**src/rtl/ex_stage.sv**
```systemverilog
// rtl/ex_stage.sv - execute stage: 8-bit ALU, EX/MEM register, optional shift-add MUL (macro EX_MUL_EN)
module ex_stage (
  input  logic        clk,
  input  logic        rst,
  input  logic        regwrite_idex_input,
  input  logic        mem_read_idex_input,
  input  logic        mem_write_idex_input,
  input  logic        mem_to_reg_idex_input,
  input  logic        alu_src_idex_input,
  input  logic [7:0]  read_data_1_idex_input,
  input  logic [7:0]  read_data_2_idex_input,
  input  logic [15:0] instruction_idex_input,
  output logic        regwrite_exmem_output,
  output logic        mem_read_exmem_output,
  output logic        mem_write_exmem_output,
  output logic        mem_to_reg_exmem_output,
  output logic [7:0]  alu_result_exmem_output,
  output logic [7:0]  write_data_exmem_output,
  output logic [2:0]  rd_exmem_output,
  output logic        stall_ex_output
);

  localparam logic [3:0] OP_ADD = 4'h0;
  localparam logic [3:0] OP_SUB = 4'h1;
  localparam logic [3:0] OP_AND = 4'h2;
  localparam logic [3:0] OP_OR  = 4'h3;
  localparam logic [3:0] OP_XOR = 4'h4;
  localparam logic [3:0] OP_SLL = 4'h5;
  localparam logic [3:0] OP_SRL = 4'h6;
  localparam logic [3:0] OP_SLT = 4'h7;
  localparam logic [3:0] OP_MUL = 4'h8;
  localparam logic [3:0] OP_LW  = 4'h9;
  localparam logic [3:0] OP_SW  = 4'hA;

  logic [3:0] w_opcode;
  logic [2:0] w_rd;
  logic [7:0] w_imm_sext;
  logic [7:0] w_operand_a;
  logic [7:0] w_operand_b;
  logic [7:0] w_alu_result;
  logic       w_is_nop;
  logic [3:0] w_ctrl_in;
  logic       w_unused_rs_fields;

  // Values the MUL path hands to the EX/MEM register in its DONE cycle.
  logic       w_stall;
  logic       w_mul_done;
  logic [7:0] w_mul_result;
  logic [7:0] w_mul_wdata;
  logic [2:0] w_mul_rd;
  logic [3:0] w_mul_ctrl;

  assign w_opcode    = instruction_idex_input[15:12];
  assign w_rd        = instruction_idex_input[11:9];
  assign w_imm_sext  = {{2{instruction_idex_input[5]}}, instruction_idex_input[5:0]};
  assign w_operand_a = read_data_1_idex_input;
  assign w_operand_b = alu_src_idex_input ? w_imm_sext : read_data_2_idex_input;
  assign w_ctrl_in   = {regwrite_idex_input, mem_read_idex_input,
                        mem_write_idex_input, mem_to_reg_idex_input};
  // Operands arrive already read, so the rs1 field is not needed here.
  assign w_unused_rs_fields = ^instruction_idex_input[8:6];

  // Opcode 8 never reaches the single-cycle path as a real op: with the
  // multiplier it is intercepted by the stall, without it it is a NOP.
  assign w_is_nop = (w_opcode >= 4'hB) || (w_opcode == OP_MUL);

  // Single-cycle ALU; memory ops always address with rs1 + imm regardless of alu_src.
  always_comb begin
    w_alu_result = 8'h00;
    case (w_opcode)
      OP_ADD:  w_alu_result = w_operand_a + w_operand_b;
      OP_SUB:  w_alu_result = w_operand_a - w_operand_b;
      OP_AND:  w_alu_result = w_operand_a & w_operand_b;
      OP_OR:   w_alu_result = w_operand_a | w_operand_b;
      OP_XOR:  w_alu_result = w_operand_a ^ w_operand_b;
      OP_SLL:  w_alu_result = w_operand_a << w_operand_b[2:0];
      OP_SRL:  w_alu_result = w_operand_a >> w_operand_b[2:0];
      OP_SLT:  w_alu_result = ($signed(w_operand_a) < $signed(w_operand_b)) ? 8'd1 : 8'd0;
      OP_LW:   w_alu_result = w_operand_a + w_imm_sext;
      OP_SW:   w_alu_result = w_operand_a + w_imm_sext;
      default: w_alu_result = 8'h00;
    endcase
  end

`ifdef EX_MUL_EN
  typedef enum logic [1:0] {
    S_IDLE = 2'd0,
    S_BUSY = 2'd1,
    S_DONE = 2'd2
  } mul_state_t;

  mul_state_t r_state;
  mul_state_t w_state_next;
  logic       w_mul_start;
  logic [2:0] r_cnt;
  logic [7:0] r_acc;
  logic [7:0] r_mcand;
  logic [7:0] r_mplier;
  logic [7:0] r_wdata_hold;
  logic [2:0] r_rd_hold;
  logic [3:0] r_ctrl_hold;

  // MUL state register.
  always_ff @(posedge clk or negedge rst) begin
    if (!rst) begin
      r_state <= S_IDLE;
    end else begin
      r_state <= w_state_next;
    end
  end

  // MUL next state and stall; DONE always returns to IDLE so a held MUL cannot retrigger.
  always_comb begin
    w_state_next = r_state;
    w_stall      = 1'b0;
    w_mul_start  = 1'b0;
    w_mul_done   = 1'b0;
    case (r_state)
      S_IDLE: begin
        if (w_opcode == OP_MUL) begin
          w_stall      = 1'b1;
          w_mul_start  = 1'b1;
          w_state_next = S_BUSY;
        end
      end
      S_BUSY: begin
        w_stall = 1'b1;
        if (r_cnt == 3'd7) begin
          w_state_next = S_DONE;
        end
      end
      S_DONE: begin
        w_mul_done   = 1'b1;
        w_state_next = S_IDLE;
      end
      default: begin
        w_state_next = S_IDLE;
      end
    endcase
  end

  // Shift-add datapath: operands and MUL controls are captured once at start so
  // input activity during BUSY cannot disturb the product.
  always_ff @(posedge clk or negedge rst) begin
    if (!rst) begin
      r_cnt        <= 3'd0;
      r_acc        <= 8'h00;
      r_mcand      <= 8'h00;
      r_mplier     <= 8'h00;
      r_wdata_hold <= 8'h00;
      r_rd_hold    <= 3'd0;
      r_ctrl_hold  <= 4'h0;
    end else if (w_mul_start) begin
      r_cnt        <= 3'd0;
      r_acc        <= 8'h00;
      r_mcand      <= w_operand_a;
      r_mplier     <= w_operand_b;
      r_wdata_hold <= read_data_2_idex_input;
      r_rd_hold    <= w_rd;
      r_ctrl_hold  <= w_ctrl_in;
    end else if (r_state == S_BUSY) begin
      r_acc    <= r_acc + (r_mplier[0] ? r_mcand : 8'h00);
      r_mcand  <= {r_mcand[6:0], 1'b0};
      r_mplier <= {1'b0, r_mplier[7:1]};
      r_cnt    <= r_cnt + 3'd1;
    end
  end

  assign w_mul_result = r_acc;
  assign w_mul_wdata  = r_wdata_hold;
  assign w_mul_rd     = r_rd_hold;
  assign w_mul_ctrl   = r_ctrl_hold;
`else
  assign w_stall      = 1'b0;
  assign w_mul_done   = 1'b0;
  assign w_mul_result = 8'h00;
  assign w_mul_wdata  = 8'h00;
  assign w_mul_rd     = 3'd0;
  assign w_mul_ctrl   = 4'h0;
`endif

  assign stall_ex_output = w_stall;

  // EX/MEM register: bubble while stalled, MUL product in DONE, else the ALU result.
  always_ff @(posedge clk or negedge rst) begin
    if (!rst) begin
      regwrite_exmem_output   <= 1'b0;
      mem_read_exmem_output   <= 1'b0;
      mem_write_exmem_output  <= 1'b0;
      mem_to_reg_exmem_output <= 1'b0;
      alu_result_exmem_output <= 8'h00;
      write_data_exmem_output <= 8'h00;
      rd_exmem_output         <= 3'd0;
    end else if (w_stall) begin
      regwrite_exmem_output   <= 1'b0;
      mem_read_exmem_output   <= 1'b0;
      mem_write_exmem_output  <= 1'b0;
      mem_to_reg_exmem_output <= 1'b0;
      alu_result_exmem_output <= 8'h00;
      write_data_exmem_output <= 8'h00;
      rd_exmem_output         <= 3'd0;
    end else if (w_mul_done) begin
      {regwrite_exmem_output, mem_read_exmem_output,
       mem_write_exmem_output, mem_to_reg_exmem_output} <= w_mul_ctrl;
      alu_result_exmem_output <= w_mul_result;
      write_data_exmem_output <= w_mul_wdata;
      rd_exmem_output         <= w_mul_rd;
    end else begin
      {regwrite_exmem_output, mem_read_exmem_output,
       mem_write_exmem_output, mem_to_reg_exmem_output} <= w_is_nop ? 4'h0 : w_ctrl_in;
      alu_result_exmem_output <= w_alu_result;
      write_data_exmem_output <= read_data_2_idex_input;
      rd_exmem_output         <= w_rd;
    end
  end

endmodule

```
**config.mk**
```make
export PLATFORM = sky130hd
export DESIGN_NAME = ex_stage
export DESIGN_NICKNAME = d
export VERILOG_FILES = /design/src/rtl/ex_stage.sv
export SDC_FILE = /design/constraint.sdc
export NUM_CORES = 1
export LEC_CHECK = 0
export ABC_AREA = 1
export BUFFER_PORTS_ARGS = -buffer_cell sky130_fd_sc_hd__buf_4
export CAP_MARGIN = 10
export CORE_MARGIN = 2
export CORE_UTILIZATION = 50
export CTS_CLUSTER_DIAMETER = 80
export DETAILED_ROUTE_END_ITERATION = 8
export GPL_TIMING_DRIVEN = 0
export PLACE_DENSITY = 0.75
export SLEW_MARGIN = 20
export SYNTH_ARGS = -nofsm -noshare
export SYNTH_HDL_FRONTEND = slang
export SYNTH_SLANG_ARGS = --single-unit
```
**constraint.sdc**
```tcl
create_clock -name clk -period 0.8 [get_ports clk]
set_input_delay 0.12 -clock clk [delete_from_list [all_inputs] [get_ports clk]]
set_output_delay 0.12 -clock clk [all_outputs]
set_load 0.01 [all_outputs]
```
# [Word-level counts from Yosys, hierarchy flattened]
# Index checks and enable logic that the tools add are counted.
[word_totals] regBits=23 output_inout_bits=24
[classes] add_sub_neg=3 magnitude_cmp=2 n_eq_ne=10 n_shift=2 n_mux=4 bitwise=3 reduce_logical=3
[op_table] operator="$pmux W8 S9" n=1
[op_table] operator="$add A8 B8 Y8" n=2
[op_table] operator="$eq A4 B3 Y1 const B" n=4
[op_table] operator="$eq A4 B4 Y1 const B" n=3
[op_table] operator="$and A8 B8 Y8" n=1
[op_table] operator="$eq A4 B2 Y1 const B" n=2
[op_table] operator="$lt A8 B8 Y1" n=1
[op_table] operator="$mux W8" n=1
[op_table] operator="$or A8 B8 Y8" n=1
[op_table] operator="$shl A8 B3 Y8" n=1
[op_table] operator="$shr A8 B3 Y8" n=1
[op_table] operator="$sub A8 B8 Y8" n=1
[op_table] operator="$xor A8 B8 Y8" n=1
[op_table] operator="$eq A4 B1 Y1 const B" n=1
[op_table] operator="$ge A4 B4 Y1 const B" n=1
[op_table] operator="$logic_not A4 Y1" n=1
[op_table] operator="$mux W4" n=1
[op_table] operator="$reduce_or A2 Y1" n=1
[op_table] operator="$logic_or A1 B1 Y1" n=1
[op_table] operator="$mux W1" n=1

# [Longest topological paths before layout]
# Gate-level depths: netlist (run 1).
[logic_depth] word_depth=4 ltp_mapped=17

# [Least setup slack after synthesis (run 1)]
# No wires, ideal clock.
[synth_timing] path_kind="in2reg" from="input instruction_idex_input[15]" to="register alu_result_exmem_output[4]" arrival_ps=1792 path_slack_ps=-1119 cell_stages=15 n_path_buf=1 cell_sequence="inv_1 -> nor2_1 -> nand3_1 -> buf_2 -> o21ai_0 -> ha_1 -> inv_1 -> fa_1 -> inv_1 -> nand2_1 -> nand2_1 -> xor2_1 -> nand2_1 -> nand2_1 -> nand3b_1"
[synth_via] elab_chain_len=3 elab_cells_between_ends=12 cone_classes="9 x eq/ne; 1 x mux; 2 x reduce/logical"
[synth_lines] element="start: declaration" line="12" text="input logic [15:0] instruction_idex_input,"
[synth_lines] element="$eq A4 B4 Y1" line="70" text="case (w_opcode)"
[synth_lines] element="$reduce_or A2 Y1 (no source line)"
[synth_lines] element="$pmux W8 S9 (*)" line="70"
[synth_lines] element="net w_alu_result[4]" line="40" text="logic [7:0] w_alu_result;"
[synth_lines] element="end signal: assignment" line="205" text="alu_result_exmem_output <= w_mul_result;"
[synth_lines] element="end signal: assignment" line="211" text="alu_result_exmem_output <= w_alu_result;"
[synth_lines] element="end: declaration" line="17" text="output logic [7:0] alu_result_exmem_output,"
# Mark *: on every way through the listed nets, which the timed path passes. The rest lies on a longest branch.

# [Worst setup path after layout (run 1)]
[layout_timing] from="input alu_src_idex_input" to="register alu_result_exmem_output[4]"
[layout_via] elab_chain_len=3 elab_cells_between_ends=9 cone_classes="2 x add/sub; 2 x shift; 2 x mux; 3 x bitwise"
[layout_lines] element="start: declaration" line="9" text="input logic alu_src_idex_input,"
[layout_lines] element="$mux W8 (*)" line="57" text="assign w_operand_b = alu_src_idex_input ? w_imm_sext : read_data_2_idex_input;"
[layout_lines] element="$sub A8 B8 Y8, or another cell as far along" line="72" text="OP_SUB: w_alu_result = w_operand_a - w_operand_b;"
[layout_lines] element="$pmux W8 S9 (*)" line="70"
[layout_lines] element="net w_alu_result[4]" line="40"
# Marked as above.

==> flow_summary.toml, run 1 <==
[run_status]
outcome = "finished, violations left"
failed_checks = "setup timing"

[cts]
clockBufferDepth = 2
root_buffer = "clkbuf_8"
cts_made_buffers = 3
htree_levels = 1
cts.clk_slew.worst_paths_ps = 80
clock_sinks = 23
cts_tree = "yes"

[timing]
slew_viol_final = 0
maxClockFrequency_mhz = 548.0
setup_viol = 31
fin_ws_ps = -1025
fin_crit_sh_pct = 228.1
rsz0062_at_grt = "true"
final_hold_viol_count = 0
layout_min_cycle_time_ps = 1825
whs_ps = 10.79

[global_route]
grt_first_pass_wirelength_mm = 15.64
track_usage_pct = 32.27
grt_pass1_vias = 3184
grt.overflow.total = 0
grt_max_degree = 24
antenna_found_initial = 0

[die]
die_w_um = 78.64
ioPinCount = 63
start_util_pct = 51.21
dieHeight_um = 78.64
coreArea_um2 = 5439
die_area_um2 = 6183
num_rows = 27

[place]
routabilityCongestion = 0.9306
placed_cell_area_um2 = 3423
post-place-ws_ps = -1551
portBuffers = 58
hpwl_mm = 7.012

[synth]
syn-num-nets = 518
syn_avg_cell_area_um2 = 6.287
netlist.area_leader.share_pct = 20.66
synth_top_area_cell = "dfrtp_1"
async_flop_share_pct = 100.0
synth_common_cells = "nand2_1 (122), inv_1 (69), nand3_1 (69)"
synth_ff_type = "dfrtp_1"
ys_top_cells_by_area = "dfrtp_1 (21%), nand2_1 (16%), ha_1 (15%)"
postSynthCellCount = 443
netlist_area_um2 = 2785
ys_ff_latch = 23
ys_types = 29
synth_edf_count = 0
seq_area_frac_synth_pct = 20.66
synth.most_common_cell = "nand2_1"
synth_warnings = 0

[power_and_ir_drop]
worst_ir_drop_vdd_mv = 0.7894
p_leak_nw = 2.290
powerDensity_nw_per_um2 = 1099
power_mw = 4.678

[setup_path]
arrival_ps = 1950
critPathCaptureType = "flop"
setup.worst_path.class = "in2reg"
max_stage_delay_ps = 330
crit_buf_inv = 5
cp.required_ps = 920
start_kind = "primary input"
cpMostUsedCell = "nand2_1"
crit_path_max_fanout = 7
critical_path.cell_chain = "buf_12 -> inv_6 -> nand2_4 -> nand2_4 -> buf_8 -> nand2_2 -> o21ai_2 -> ha_2 -> inv_2 -> fa_2 -> inv_2 -> nand2_1 -> nand2_1 -> xor2_1 -> nand2_1 -> nand2_2 -> nand3b_1"
slowest_stage = "fa_2"
cp_top_family = "simple AND/OR/NAND/NOR gates"

[routing]
drtIter0Drc = 350
drt-pass1-iter-count = 5
routedWlPerCell_um = 16.06
ant_nets = 0
via_per_inst = 5.490
drc = 0
num_vias = 3442
drt_wl_total_mm = 10.07

[final_layout]
drive_gt1_share_pct = 33.87
syn_to_final_growth_pct = 52.83
nNetsFinal = 631
antenna_cells = 0
num-fill-cells = 400
multi_input_area_um2 = 2160
fin_util_pct = 78.26
seq_area_um2 = 575.6
stdcell_area_um2 = 4257

[hold_path]
min_path_type = "in2reg"

[flow_run]
drv_cap = 0
## cells by family (layout without fill, tap and decap cells)
group	after synthesis	count (layout)	share of synthesized area (%)
AO/OA/AOI/OAI	40	40	7.682
AND/OR/NAND/NOR	261	261	41.69
XOR/XNOR	3	3	0.9436
adder cells (fa/ha/maj)	36	36	16.71
buffers and inverters	79	191	12.17
other	1	1	0.1346
flip-flops	23	23	20.66
## cell usage in the layout, fill, tap and decap left out, types with 2 or more instances in the layout
cell	synthesis	final
a21oi_1	15	11
a21oi_2	0	2
a21oi_4	0	2
buf_12	0	3
buf_4	2	67
buf_6	3	31
buf_8	1	3
clkbuf_8	0	3
dfrtp_1	23	23
dlygate4sd3_1	0	10
fa_2	0	2
ha_1	34	26
ha_4	0	7
inv_1	69	57
inv_2	3	9
inv_4	0	3
inv_6	0	2
nand2_1	122	109
nand2_2	6	17
nand2_4	4	5
nand3_1	69	60
nand3_2	0	8
nand3b_1	3	3
nand4_1	8	8
nor2_1	41	37
nor2_2	5	8
o211ai_1	2	2
o21ai_0	18	6
o21ai_1	2	8
o21ai_2	1	4
o21ai_4	0	3
or2_2	2	2
xor2_1	2	2
## report_power, final
part,internal (mW),switching [mW],total [mW]
sequential,1.27,0.0498,1.32
clock,0.346,0.316,0.662
combinational,1.23,1.47,2.70
## metrics by stage
| stage | TNS [ps] | std cells |
|---|---|---|
| 2_1_floorplan | -6974 | 443 |
| 3_3_place_gp | -10890 | 573 |
| 3_5_place_dp | -11150 | 573 |
| 4_1_cts | -8873 | 621 |
| 5_1_grt | -10260 | 627 |
| 6_report | -9222 | 627 |
## final timing paths
path	start	slack [ps]	cells past startpoint	endpoint
hold / removal	read_data_2_idex_input[0]	10	1	write_data_exmem_output[0]
setup / recovery	alu_src_idex_input	-1020	17	alu_result_exmem_output[4]
max in group asynchronous	rst	300	2	alu_result_exmem_output[2]
min in group asynchronous	rst	280	2	write_data_exmem_output[5]
## metal layers
metal  GRT usage (%)  wire (um)
met5               0          0
met4           11.75        360
met3           3.103        906
met2           55.90       4845
met1           41.44       3958
## final cells by class
cell class	instances	area share [%]
plain buffers	7	2.058
clock buffers	3	0.9700
clock inverters	1	0.1176
inverters	72	7.055
multi-input cells	341	50.73
flip-flops and latches	23	13.52
well taps	72	2.116
repair buffers	108	23.43
## flip-flops by register name, indices dropped and copies added (netlist names)
name	cells
alu_result_exmem_output	8
mem_read_exmem_output	1
mem_to_reg_exmem_output	1
mem_write_exmem_output	1
rd_exmem_output	3
regwrite_exmem_output	1
write_data_exmem_output	8
## what timing repair did
action / CTS / global route
pin swaps: 34 / 13
gates resized for setup: 82 / 21
endpoints found under the setup margin: 31 / 31
cloned: 2 / 0
hold buffers: 9 / 1
buffers inserted: 33 / 5
endpoints found under the hold margin: 31 / 1
Power figures use the tool's default switching activity.
==> inputs of run 2 (changes only) <==
--- a/config.mk
+++ b/config.mk
@@ -9,11 +9,10 @@
 export BUFFER_PORTS_ARGS = -buffer_cell sky130_fd_sc_hd__buf_4
 export CAP_MARGIN = 10
 export CORE_MARGIN = 2
-export CORE_UTILIZATION = 50
+export CORE_UTILIZATION = 31
 export CTS_CLUSTER_DIAMETER = 80
 export DETAILED_ROUTE_END_ITERATION = 8
 export GPL_TIMING_DRIVEN = 0
-export PLACE_DENSITY = 0.75
 export SLEW_MARGIN = 20
 export SYNTH_ARGS = -nofsm -noshare
 export SYNTH_HDL_FRONTEND = slang
==> flow_summary.toml, run 2 (synthesis results as in run 1) <==
[routing]
drtIter0Drc = 191
top_layer = "met4"
wl_met3_um = 699
drt-pass1-iter-count = 5
met2_length_mm = 4.575
wl_met1_mm = 4.366
via_per_inst = 5.011
ant_nets = 0
routedWlPerCell_um = 15.05
num_vias = 3257
drt_wl_total_mm = 9.783
drc = 0

[setup_path]
start_kind = "primary input"
crit_path_max_fanout = 5
critPathCaptureType = "flop"
max_stage_delay_ps = 330
critical_path.cell_chain = "buf_12 -> inv_12 -> nor2_4 -> nand3_4 -> buf_6 -> o21ai_2 -> ha_2 -> inv_2 -> fa_2 -> inv_2 -> nand2_1 -> nand2_1 -> xor2_1 -> nand2_1 -> nand2_1 -> nand3b_1"
setup.worst_path.class = "in2reg"
cp.required_ps = 920
slowest_stage = "fa_2"
cpMostUsedCell = "nand2_1"
arrival_ps = 1960
startpoint = "instruction_idex_input[15]"

[final_layout]
stdcell_area_um2 = 4178
syn_to_final_growth_pct = 50.00
seq_area_um2 = 575.6
finalNonFillerCells = 650
num-fill-cells = 872
layout_commonest_cell = "nand2_1"
mostFrequentLayoutCells = "nand2_1 (113), nand3_1 (63), inv_1 (58), buf_4 (58), nor2_1 (33)"
antenna_cells = 0
multi_input_area_um2 = 2147
nNetsFinal = 618
drive_gt1_share_pct = 31.55
reg_top3 = "alu_result_exmem_output x8, write_data_exmem_output x8, rd_exmem_output x3"
fin_util_pct = 47.91

[hold_path]
min_path_type = "in2reg"
hp-start = "read_data_2_idex_input[3]"

[global_route]
grt.overflow.total = 0
antenna_found_initial = 0
grt_max_degree = 24
grt_pass1_vias = 3032
grt_first_pass_wirelength_mm = 15.32
track_usage_pct = 19.79

[timing]
whs_ps = 30.72
fin_ws_ps = -1045
slew_viol_final = 0
fin_crit_sh_pct = 230.6
maxClockFrequency_mhz = 542.1
final_hold_viol_count = 0
layout_min_cycle_time_ps = 1845
final.setup.tns_ps = -9175
setup_viol = 31
rsz0062_at_grt = "true"

[power_and_ir_drop]
worst_ir_drop_vdd_mv = 0.4602
powerDensity_nw_per_um2 = 1090
p_leak_nw = 2.217
power_mw = 4.553

[place]
routabilityCongestion = 0.8985
placed_cell_area_um2 = 3468
dp.cells = 609
post-place-ws_ps = -1456
hpwl_mm = 7.370
portBuffers = 58

[die]
num_rows = 34
start_util_pct = 31.94
die_w_um = 98.79
die_area_um2 = 9758
ioPinCount = 63
dieHeight_um = 98.79
coreArea_um2 = 8721

[run_status]
failed_checks = "setup timing"
outcome = "finished, violations left"

[cts]
htree_levels = 1
cts.clk_slew.worst_paths_ps = 70
clock_sinks = 23
root_buffer = "clkbuf_8"
cts_made_buffers = 3
cts_tree = "yes"
clockBufferDepth = 2

[flow_run]
drv_cap = 0
==> run 2: power breakdown <==
group,switching (mW),total [mW],internal (mW)
clock network,0.327,0.681,0.354
logic,1.41,2.55,1.14
registers,0.0514,1.32,1.27
total,1.79,4.55,2.76
==> run 2: final timing paths <==
path	cells after the start	slack (ps)	to
setup / recovery	16	-1040	alu_result_exmem_output[4]
hold / removal	1	30	write_data_exmem_output[3]
max in group asynchronous	2	300	alu_result_exmem_output[6]
min in group asynchronous	2	280	rd_exmem_output[0]
==> run 2: worst max-delay path: cells and delay by family <==
| kind | cells | cell delay (ps) |
|---|---|---|
| and+or+nand+nor | 7 | 710 |
| adders and majority gates | 2 | 540 |
| AOI/OAI and AO/OA | 1 | 110 |
| xor gates and xnor gates | 1 | 60 |
| buffers and inverters | 5 | 400 |
==> run 2: layout make-up <==
type	count	share of cell area, %
inverters	72	7.248
multi-input cells	341	51.39
clock buffers	4	1.078
well taps	108	3.235
flip-flops and latches	23	13.78
plain buffers	7	2.096
repair buffers	95	21.17
==> run 2: layer usage <==
layer,GRT usage (%),up-vias
met2,33.78,129
met4,4.004,0
met1,27.55,1510
met3,1.489,14
li1,-,1604
met5,0,-
==> run 2: repair_timing <==
item	CTS	global route
gates cloned	2	0
pin swaps	33	26
resized for setup	82	16
setup buffers	22	3
endpoints found under the setup margin	31	31
hold endpoints to repair	31	1
hold buffers	9	1
